`src/rtl/decod_display.sv`:
```
// Hex/symbol to 7-segment decoder with a registered output stage.
// The decode is combinational; saida comes only from the register, loaded when en=1.
module decod_display #(
  parameter bit ACTIVE_LOW = 1'b1
) (
  input  logic       clk,
  input  logic       rst,
  input  logic       en,
  input  logic [3:0] entrada,
  output logic [6:0] saida
);

  // Load-enable semantics: no handshake; when en=1 at a rising edge the
  // register takes the decode of entrada, when en=0 it holds its value.

  logic [6:0] pat_al;   // pattern in active-low form (gfedcba, 0 = lit)
  logic [6:0] pat;      // pattern in the configured polarity
  logic [6:0] saida_q;

  localparam logic [6:0] BLANK_AL = 7'h7F;
  localparam logic [6:0] BLANK    = ACTIVE_LOW ? BLANK_AL : ~BLANK_AL;

  always_comb begin
    pat_al = BLANK_AL;
    unique case (entrada)
      4'd0:  pat_al = 7'h40;
      4'd1:  pat_al = 7'h79;
      4'd2:  pat_al = 7'h24;
      4'd3:  pat_al = 7'h30;
      4'd4:  pat_al = 7'h19;
      4'd5:  pat_al = 7'h12;
      4'd6:  pat_al = 7'h02;
      4'd7:  pat_al = 7'h78;
      4'd8:  pat_al = 7'h00;
      4'd9:  pat_al = 7'h10;
      4'd10: pat_al = 7'h08;
      4'd11: pat_al = 7'h03;
      4'd12: pat_al = 7'h46;
      4'd13: pat_al = 7'h21;
      4'd14: pat_al = 7'h3F;  // only g lit: out-of-range marker
      4'd15: pat_al = 7'h7F;  // blank: no value
      default: pat_al = BLANK_AL;
    endcase
  end

  assign pat = ACTIVE_LOW ? pat_al : ~pat_al;

  always_ff @(posedge clk or posedge rst) begin
    if (rst) begin
      saida_q <= BLANK;
    end else if (en) begin
      saida_q <= pat;
    end
  end

  assign saida = saida_q;

endmodule

```
`config.mk`:
```
export PLATFORM = sky130hd
export DESIGN_NAME = decod_display
export DESIGN_NICKNAME = d
export VERILOG_FILES = /design/src/rtl/decod_display.sv
export SDC_FILE = /design/constraint.sdc
export NUM_CORES = 1
export LEC_CHECK = 0
export BUFFER_PORTS_ARGS = -buffer_cell sky130_fd_sc_hd__buf_2
export CORE_AREA = 2 2 39 41
export DETAILED_ROUTE_END_ITERATION = 7
export DIE_AREA = 0 0 41 43
export PLACE_DENSITY = 0.74
export SYNTH_ARGS = -nofsm -noshare
export SYNTH_HDL_FRONTEND = slang
export SYNTH_SLANG_ARGS = --single-unit
```
`constraint.sdc`:
```
create_clock -name clk -period 0.9 [get_ports clk]
set_input_delay 0.18 -clock clk [delete_from_list [all_inputs] [get_ports clk]]
set_output_delay 0.18 -clock clk [all_outputs]
set_load 0.005 [all_outputs]
```
==> results.sh, run 1 <==
export IMPL_nNetsFinal=94
export IMPL_crit_chain="buf_2"
export IMPL_netlist_top_cells_count="dfstp_2 (7), ha_1 (6), inv_1 (5), nand2_1 (5), nor2_1 (4)"
export IMPL_failed_checks="negative setup slack"
export IMPL_grt_remaining_overflow=0
export IMPL_postLayoutSetupSlackWorst_ns=-0.181
export IMPL_synth_area_leaders="dfstp_2 (34%), ha_1 (14%), mux2i_1 (3.7%), inv_1 (3.5%), nand2_1 (3.5%)"
export IMPL_synth_area_um2=534
export IMPL_period_needed_ns=1.08
export IMPL_setup_viol=8
export IMPL_cp_data_required_time_ns=0.72
export IMPL_startpoint_type="register"
export IMPL_outcome="finished, violations left"
export IMPL_cts_sinks=7
export IMPL_vias_per_cell=5.33
export IMPL_crit_family="flip-flops"
export IMPL_numCtsBuffers=3
export IMPL_area_delta_synth_final_pct=44.3
export IMPL_maxCapViolCount=0
export IMPL_ir_drop_mv=0.354
export IMPL_cpPeakStageDelay_ns=0.54
export IMPL_avgRoutedWirePerCell_um=12.5
export IMPL_drtAntennaViolNets=0
export IMPL_n_antenna_cell=0
export IMPL_synthCells=55
export IMPL_relSlewSlack_pct=77.9
export IMPL_synth_yosys_seq_area_share_pct=34.4
export IMPL_antenna_found_initial=0
export IMPL_final_max_slew_viol_count=0
export IMPL_largest_reg_flops=7
export IMPL_clk_path_buf_depth=2
export IMPL_dr_first_iter_drc_count=4
export IMPL_clock_latency_ns=0.25
export IMPL_synth_area_per_cell_um2=9.71
export IMPL_finalPower_mw=1.01
export IMPL_clk_pin_slew_ns=0.05
export IMPL_gp_congestion=0.798
export IMPL_grt_usage_pct=15.4
export IMPL_critPathBufInv=1
export IMPL_dp_hpwl_um=848
export IMPL_ys_async_sr_fraction_pct=100
export IMPL_finalHoldViolCount=0
export IMPL_dpl_worst_slack_ns=-0.197
export IMPL_first_pass_iters=4
export IMPL_grt_max_degree=17
export IMPL_holdCritPathClass="primary input to async pin"
export IMPL_tns_ns=-1.16
export IMPL_clock_skew_ns=0
export IMPL_crit_type="register to output port"
export IMPL_critical_path_endpoint_type="output port"
export IMPL_post_route_util_pct=55.7
export IMPL_grt_setup_unrepaired="true"
export IMPL_synth_warnings=0
export IMPL_tightest_slew_ns=0.332
export IMPL_vias=512
export IMPL_crit_arrival_ns=0.90
export IMPL_core_um2=1380
export IMPL_ys_ff_latch=7
export IMPL_critPathSlowestCell="dfstp_2"
export IMPL_grt_pass1_wl_mm=1.82
export IMPL_cellPowerDensity_nw_per_um2=1320
export IMPL_cts_tree="yes"
export IMPL_synth_flop_cell="dfstp_2"
export IMPL_drc=0
export IMPL_p_leak_nw=0.350
export IMPL_fillers=133
export IMPL_drt_wl_total_mm=1.20
export IMPL_fp_row_count=14
export IMPL_drive_above_1_share_pct=53.8
export IMPL_grt_pass1_vias=431
export IMPL_path_max_fanout=2
export IMPL_portBuffers=13
export IMPL_dieArea_um2=1760
export IMPL_fin_crit_sh_pct=120
export IMPL_yosysUniqueCellTypes=24
export IMPL_fmax_ghz=0.925
export IMPL_synth_fp_nets=68
export IMPL_cts_max_level=1
export IMPL_die_w_um=41
export IMPL_ff2ff_setup_slack_ns=-0.06
export IMPL_synth_top_area_share_pct=34.4
export IMPL_root_buffer="clkbuf_4"
export IMPL_die_height_um=43
export IMPL_yosys_area_top_type="dfstp_2"
export IMPL_initial_core_util_pct=38.6
export IMPL_synth_most_common_cell="dfstp_2"
export IMPL_synth_edf_count=0
export IMPL_io_pins=14
## metal layers
layer | wire length [um] | part of all wire [%] | vias to the layer above | GRT usage [%]
met5 | 0 | 0 | - | 0
met1 | 482 | 40 | 245 | 19.1
met4 | 42 | 3.5 | 0 | 10.0
li1 | - | - | 242 | -
met3 | 52 | 4.3 | 5 | 1.57
met2 | 623 | 52 | 20 | 23.8
## through the flow
step                      area, um^2  std cells  hold WS (ns)
after floorplan                  534         55         0.201
after global placement           651         88         0.347
after detailed placement         651         88         0.371
after CTS                        699         95        0.0994
after global routing             771         96         0.128
final                            771         96        0.0802
## logic make-up (layout without fill, tap and decap cells)
| group | after synthesis | count (layout) | share of synthesized area, % |
|---|---|---|---|
| buffers and inverters | 8 | 33 | 7.49 |
| muxes | 3 | 3 | 5.85 |
| and+or+nand+nor | 17 | 17 | 17.1 |
| xor gates and xnor gates | 1 | 1 | 1.64 |
| adders and majority gates | 6 | 6 | 14.1 |
| DFF | 7 | 7 | 34.4 |
| AOI/OAI and AO/OA | 13 | 13 | 19.4 |
## where the power goes
part | switching, mW | leakage (nW) | internal [mW] | total (mW)
Clock | 0.118 | 0.0150 | 0.169 | 0.287
Combinational | 0.137 | 0.261 | 0.184 | 0.321
Sequential | 0.0249 | 0.0736 | 0.381 | 0.406
Total | 0.280 | 0.350 | 0.734 | 1.01
## cell type report
| class | instances | area, um^2 | area share (%) |
|---|---|---|---|
| tap | 16 | 20.0 | 2.60 |
| timing repair buffer | 24 | 183 | 23.7 |
| clock buffer | 4 | 26.3 | 3.41 |
| sequential | 7 | 184 | 23.9 |
| multi-input combinational | 40 | 339 | 44.0 |
| inverter | 5 | 18.8 | 2.44 |
## placed cells by master (no fill, tap or decap), types with 3 or more instances in the layout
| cell | instances |
|---|---|
| buf_2 | 8 |
| buf_4 | 10 |
| buf_6 | 6 |
| clkbuf_4 | 3 |
| dfstp_2 | 7 |
| ha_1 | 4 |
| inv_1 | 3 |
| nand2_1 | 5 |
| nand2b_1 | 3 |
| nor2_1 | 4 |
## final timing paths
path / startpoint / end / cells after the start
worst min-delay path: rst / saida[5]$_DFFE_PP1P_ / 2
min in group clk: entrada[3] / saida[1]$_DFFE_PP1P_ / 3
worst max-delay path: saida[6]$_DFFE_PP1P_ / saida[6] / 1
worst min register to register: saida[5]$_DFFE_PP1P_ / saida[5]$_DFFE_PP1P_ / 2
max in group asynchronous: rst / saida[4]$_DFFE_PP1P_ / 2
worst max register to register: saida[1]$_DFFE_PP1P_ / saida[1]$_DFFE_PP1P_ / 4
## repair_timing
item / CTS / global route
pin swaps: 0 / 0
endpoints found under the setup margin: 7 / 11
hold buffers: 0 / 0
gates resized for setup: 0 / 13
setup buffers: 3 / 1
Power figures use the tool's default switching activity.
==> inputs of run 2 (changes only) <==
--- a/config.mk
+++ b/config.mk
@@ -11,4 +11,5 @@
 export DIE_AREA = 0 0 41 43
 export PLACE_DENSITY = 0.74
+export SETUP_SLACK_MARGIN = 0.4
 export SYNTH_ARGS = -nofsm -noshare
 export SYNTH_HDL_FRONTEND = slang
==> constraint.sdc (replaced) <==
create_clock -name clk -period 0.9 [get_ports clk]
set_input_delay 0.09 -clock clk [delete_from_list [all_inputs] [get_ports clk]]
set_output_delay 0.09 -clock clk [all_outputs]
set_load 0.005 [all_outputs]
==> run 2 against run 1 <==
  * The flow finishes with violations (negative hold slack, negative setup slack)
  * Setup slack better by 0.089 ns
  * Register-to-register slack better by 0.06 ns
  * Clock power is 4% higher
  * Clock skew stayed put
  * First-iteration DRC count is 25% higher
  * Largest cell class unchanged
==> results.sh, run 2 (synthesized netlist as in run 1, its figures left out) <==
export IMPL_outcome="finished, violations left"
export IMPL_failed_checks="negative hold slack, negative setup slack"
export IMPL_area_delta_synth_final_pct=48.2
export IMPL_clock_power_share_pct=28.6
export IMPL_vias=474
export IMPL_grt_pass1_wl_mm=1.86
export IMPL_cts_tree="yes"
export IMPL_holdCritPathClass="primary input to async pin"
export IMPL_startpoint_type="register"
export IMPL_cts_hold_buffers=0
export IMPL_avgRoutedWirePerCell_um=12.8
export IMPL_top_layer_used="met4"
export IMPL_mostFrequentLayoutCells="buf_4 (10), buf_2 (8), dfstp_2 (7)"
export IMPL_critical_path_endpoint_type="output port"
export IMPL_clk_path_buf_depth=2
export IMPL_cts_sinks=7
export IMPL_power_internal_mw=0.748
export IMPL_die_height_um=43
export IMPL_grt_usage_pct=16.4
export IMPL_nNetsFinal=94
export IMPL_fp_row_count=14
export IMPL_crit_arrival_ns=0.90
export IMPL_power_switching_mw=0.297
export IMPL_post_route_util_pct=57.2
export IMPL_critPathSlowestCell="dfstp_2"
export IMPL_dr_first_iter_drc_count=5
export IMPL_ir_drop_mv=0.456
export IMPL_final_max_slew_viol_count=0
export IMPL_maxCapViolCount=0
export IMPL_drtAntennaViolNets=0
export IMPL_finalHoldViolCount=7
export IMPL_n_antenna_cell=0
export IMPL_first_pass_iters=4
export IMPL_crit_type="register to output port"
export IMPL_largest_reg_flops=7
export IMPL_dieArea_um2=1760
export IMPL_seqPwrFrac_pct=38.9
export IMPL_cellPowerDensity_nw_per_um2=1320
export IMPL_worst_path_stages=1
export IMPL_grt_remaining_overflow=0
export IMPL_clock_latency_ns=0.25
export IMPL_antenna_found_initial=0
export IMPL_p_leak_nw=0.361
export IMPL_multi_input_area_um2=360
export IMPL_wl_met1_um=517
export IMPL_vias_per_cell=4.94
export IMPL_postLayoutSetupSlackWorst_ns=-0.0914
export IMPL_switching_share_pct=28.4
export IMPL_regArea_um2=184
export IMPL_io_pins=14
export IMPL_whs_ns=-0.0110
export IMPL_grt_setup_unrepaired="true"
export IMPL_gp_congestion=0.765
export IMPL_ff2ff_setup_slack_ns=0
export IMPL_core_um2=1380
export IMPL_cpPeakStageDelay_ns=0.54
export IMPL_fin_crit_sh_pct=110
export IMPL_numCtsBuffers=3
export IMPL_fmax_ghz=1.01
export IMPL_drc=0
export IMPL_crit_chain="buf_2"
export IMPL_drive_above_1_share_pct=55.0
export IMPL_cts_max_level=1
export IMPL_period_needed_ns=0.991
export IMPL_initial_core_util_pct=38.6
export IMPL_met2WireLength_um=648
export IMPL_critPathBufInv=1
export IMPL_setup_viol=7
export IMPL_die_w_um=41
export IMPL_layout_commonest_cell="buf_4"
export IMPL_clock_skew_ns=0
export IMPL_crit_family="flip-flops"
export IMPL_dp_hpwl_um=797
export IMPL_portBuffers=13
export IMPL_fillers=124
export IMPL_reg2reg_depth=4
export IMPL_clk_pin_slew_ns=0.06
export IMPL_combPwrFrac_pct=32.4
export IMPL_grt_max_degree=17
export IMPL_wl_met3_um=50
export IMPL_tightest_slew_ns=0.308
export IMPL_dpl_worst_slack_ns=-0.0702
export IMPL_finalPower_mw=1.04
export IMPL_grt_pass1_vias=413
export IMPL_relSlewSlack_pct=79.5
export IMPL_root_buffer="clkbuf_4"
export IMPL_cp_data_required_time_ns=0.81
export IMPL_drt_wl_total_mm=1.23
export IMPL_path_max_fanout=2
==> run 2: cell counts in the layout (fill, tap and decap cells not counted) <==
No cell type changed its count.
==> run 2: area by class of cell <==
| cell class | instances | area share, % |
|---|---|---|
| clock buffer | 4 | 3.32 |
| inverter | 5 | 2.37 |
| multi-input combinational | 40 | 45.5 |
| sequential | 7 | 23.2 |
| tap | 16 | 2.53 |
| timing repair buffer | 24 | 23.1 |
==> run 2: power groups by stage <==
stage,combinational (mW),sequential [mW],clock [mW]
global placement,0.240,0.402,0
CTS,0.301,0.399,0.301
global route,0.375,0.411,0.320
detailed placement,0.242,0.405,0
floorplan,0.138,0.407,0
finish,0.339,0.407,0.299
==> run 2: layer usage <==
layer / track usage [%] / vias to the layer above
met5: 0 / -
met4: 10.0 / 0
met3: 3.14 / 2
met2: 25.3 / 18
met1: 19.7 / 210
li1: - / 244
==> run 2: final timing paths <==
path | to | start
worst max-delay path | saida[1] | saida[1]$_DFFE_PP1P_
worst min-delay path | saida[5]$_DFFE_PP1P_ | rst
worst max register to register | saida[0]$_DFFE_PP1P_ | saida[0]$_DFFE_PP1P_
worst min register to register | saida[1]$_DFFE_PP1P_ | saida[1]$_DFFE_PP1P_
max in group asynchronous | saida[0]$_DFFE_PP1P_ | rst
min in group clk | saida[1]$_DFFE_PP1P_ | entrada[3]
==> run 2: repair_timing <==
action,in CTS,in global routing
cloned,0,0
resized for setup,4,6
buffers inserted,4,1
endpoints found under the setup margin,14,14
==> run 2: metrics by stage <==
| step | area [um^2] | setup TNS [ns] | cells |
|---|---|---|---|
| 2_1_floorplan | 559 | 0 | 55 |
| 3_3_place_gp | 668 | -0.192 | 87 |
| 3_5_place_dp | 668 | -0.278 | 87 |
| 4_1_cts | 751 | -0.548 | 95 |
| 5_1_grt | 792 | -0.712 | 96 |
| 6_report | 792 | -0.531 | 96 |
==> inputs of run 3 (changes only) <==
Settings changed: CTS_BUF_LIST set to sky130_fd_sc_hd__clkbuf_16.
==> run 3 against run 2 <==
  * The flow finishes with violations (negative setup slack)
  * Critical endpoint unchanged
  * Cell count grew 2.1%
  * Highest routed layer unchanged
  * Fmax increased by 3.6%
  * Routed wire length increased by 5.4%
  * Final area rose by 11%
  * Critical path depth did not move
==> results.sh, run 3 (synthesized netlist as in run 1, its figures left out) <==
export IMPL_outcome="finished, violations left"
export IMPL_failed_checks="negative setup slack"
export IMPL_mostFrequentLayoutCells="buf_6 (12), buf_2 (7), buf_4 (7), dfstp_2 (7)"
export IMPL_die_w_um=41
export IMPL_tightest_slew_ns=0.312
export IMPL_dieArea_um2=1760
export IMPL_fp_row_count=14
export IMPL_reg2reg_depth=3
export IMPL_cpPeakStageDelay_ns=0.53
export IMPL_clk_pin_slew_ns=0.04
export IMPL_clk_path_buf_depth=2
export IMPL_dp_cells=87
export IMPL_dpl_worst_slack_ns=-0.0702
export IMPL_numCtsBuffers=3
export IMPL_initial_core_util_pct=38.6
export IMPL_critical_path_endpoint_type="output port"
export IMPL_path_max_fanout=2
export IMPL_dp_hpwl_um=797
export IMPL_critPathSlowestCell="dfstp_2"
export IMPL_clock_power_share_pct=48.8
export IMPL_power_internal_mw=1.19
export IMPL_cts_tree="yes"
export IMPL_clock_skew_ns=0
export IMPL_cts_hold_buffers=0
export IMPL_antenna_found_initial=0
export IMPL_drtAntennaViolNets=0
export IMPL_crit_type="register to output port"
export IMPL_combPwrFrac_pct=24.2
export IMPL_largest_reg_flops=7
export IMPL_place_area_um2=668
export IMPL_fin_crit_sh_pct=106
export IMPL_core_um2=1380
export IMPL_dr_first_iter_drc_count=3
export IMPL_period_needed_ns=0.956
export IMPL_first_pass_iters=4
export IMPL_final_cells=98
export IMPL_vias=495
export IMPL_power_switching_mw=0.349
export IMPL_startpoint_type="register"
export IMPL_startpoint="saida[1]$_DFFE_PP1P_"
export IMPL_gp_congestion=0.765
export IMPL_fillers=110
export IMPL_cp_data_required_time_ns=0.81
export IMPL_ff2ff_setup_slack_ns=0
export IMPL_crit_arrival_ns=0.87
export IMPL_vias_per_cell=5.05
export IMPL_whs_ns=0.0245
export IMPL_grt_pass1_wl_mm=1.92
export IMPL_relSlewSlack_pct=79.2
export IMPL_worst_path_stages=1
export IMPL_drt_wl_total_mm=1.30
export IMPL_final_max_slew_viol_count=0
export IMPL_clock_latency_ns=0.23
export IMPL_grt_remaining_overflow=0
export IMPL_r2r_end="saida[2]$_DFFE_PP1P_"
export IMPL_switching_share_pct=22.7
export IMPL_grt_setup_unrepaired="true"
export IMPL_critPathBufInv=1
export IMPL_r2r_start="saida[2]$_DFFE_PP1P_"
export IMPL_final_area_um2=877
export IMPL_crit_family="flip-flops"
export IMPL_cellPowerDensity_nw_per_um2=1750
export IMPL_io_pins=14
export IMPL_postLayoutSetupSlackWorst_ns=-0.0565
export IMPL_setup_viol=8
export IMPL_die_height_um=43
export IMPL_maxCapViolCount=0
export IMPL_crit_end="saida[1]"
export IMPL_fmax_ghz=1.05
export IMPL_portBuffers=13
export IMPL_layout_commonest_cell="buf_6"
export IMPL_p_leak_nw=0.400
export IMPL_avgRoutedWirePerCell_um=13.2
export IMPL_grt_max_degree=17
export IMPL_drive_above_1_share_pct=54.9
export IMPL_finalHoldViolCount=0
export IMPL_ir_drop_mv=1.12
export IMPL_cts_sinks=7
export IMPL_seqPwrFrac_pct=27.0
export IMPL_drc=0
export IMPL_n_antenna_cell=0
export IMPL_grt_pass1_vias=429
export IMPL_nNetsFinal=96
export IMPL_area_delta_synth_final_pct=64.2
export IMPL_cts_max_level=1
export IMPL_grt_usage_pct=17.5
export IMPL_root_buffer="clkbuf_16"
export IMPL_crit_chain="buf_2"
export IMPL_holdCritPathClass="primary input to async pin"
==> run 3: cell types whose count changed in the layout (fill, tap and decap cells not counted), sizes merged <==
| cell | delta |
|---|---|
| inv | +1 |
| clkbuf | -1 |
| buf | +2 |
==> run 3: worst min path at each step <==
| stage | from | to | slack [ns] | depth (start not counted) |
|---|---|---|---|---|
| floorplan | rst | saida[0]$_DFFE_PP1P_ | 0.11 | 1 |
| global placement | rst | saida[4]$_DFFE_PP1P_ | 0.27 | 2 |
| detailed placement | rst | saida[4]$_DFFE_PP1P_ | 0.28 | 2 |
| CTS | rst | saida[4]$_DFFE_PP1P_ | 0.04 | 2 |
| global route | rst | saida[4]$_DFFE_PP1P_ | 0.08 | 2 |
| finish | rst | saida[5]$_DFFE_PP1P_ | 0.02 | 2 |
==> run 3: layer usage <==
layer | up-vias | share of wire, % | track usage (%)
met1 | 229 | 42 | 19.7
met2 | 16 | 49 | 25.0
met3 | 4 | 5.1 | 4.71
li1 | 246 | - | -
met4 | 0 | 3.8 | 16.0
met5 | - | 0 | 0
==> run 3: power by group through the flow <==
stage | Clock (mW) | Sequential (mW) | Combinational (mW)
6_report | 0.750 | 0.415 | 0.372
5_1_grt | 0.783 | 0.420 | 0.409
4_1_cts | 0.760 | 0.398 | 0.296
3_5_place_dp | 0 | 0.405 | 0.242
3_3_place_gp | 0 | 0.402 | 0.240
2_1_floorplan | 0 | 0.407 | 0.138
==> run 3: stage by stage <==
| step | setup TNS, ns | power (mW) | utilization (%) |
|---|---|---|---|
| 4_1_cts | -0.305 | 1.45 | 57.8 |
| 6_report | -0.361 | 1.54 | 63.4 |
| 3_3_place_gp | -0.192 | 0.642 | 48.3 |
| 2_1_floorplan | 0 | 0.545 | - |
| 3_5_place_dp | -0.278 | 0.647 | 48.3 |
| 5_1_grt | -0.522 | 1.61 | 63.4 |
==> run 3: cell type report <==
| cell class | instances | area [um^2] | area share [%] |
|---|---|---|---|
| clock buffer | 3 | 75.1 | 8.56 |
| clock inverter | 1 | 3.75 | 0.428 |
| inverter | 5 | 18.8 | 2.14 |
| multi-input combinational | 40 | 353 | 40.2 |
| sequential | 7 | 184 | 21.0 |
| tap | 16 | 20.0 | 2.28 |
| timing repair buffer | 26 | 223 | 25.4 |
==> run 3: timing repair <==
action,4_1_cts,5_1_grt
endpoints found under the hold margin,0,0
gates resized for setup,2,13
setup endpoints to repair,14,14
setup buffers,5,2
gates cloned,0,0
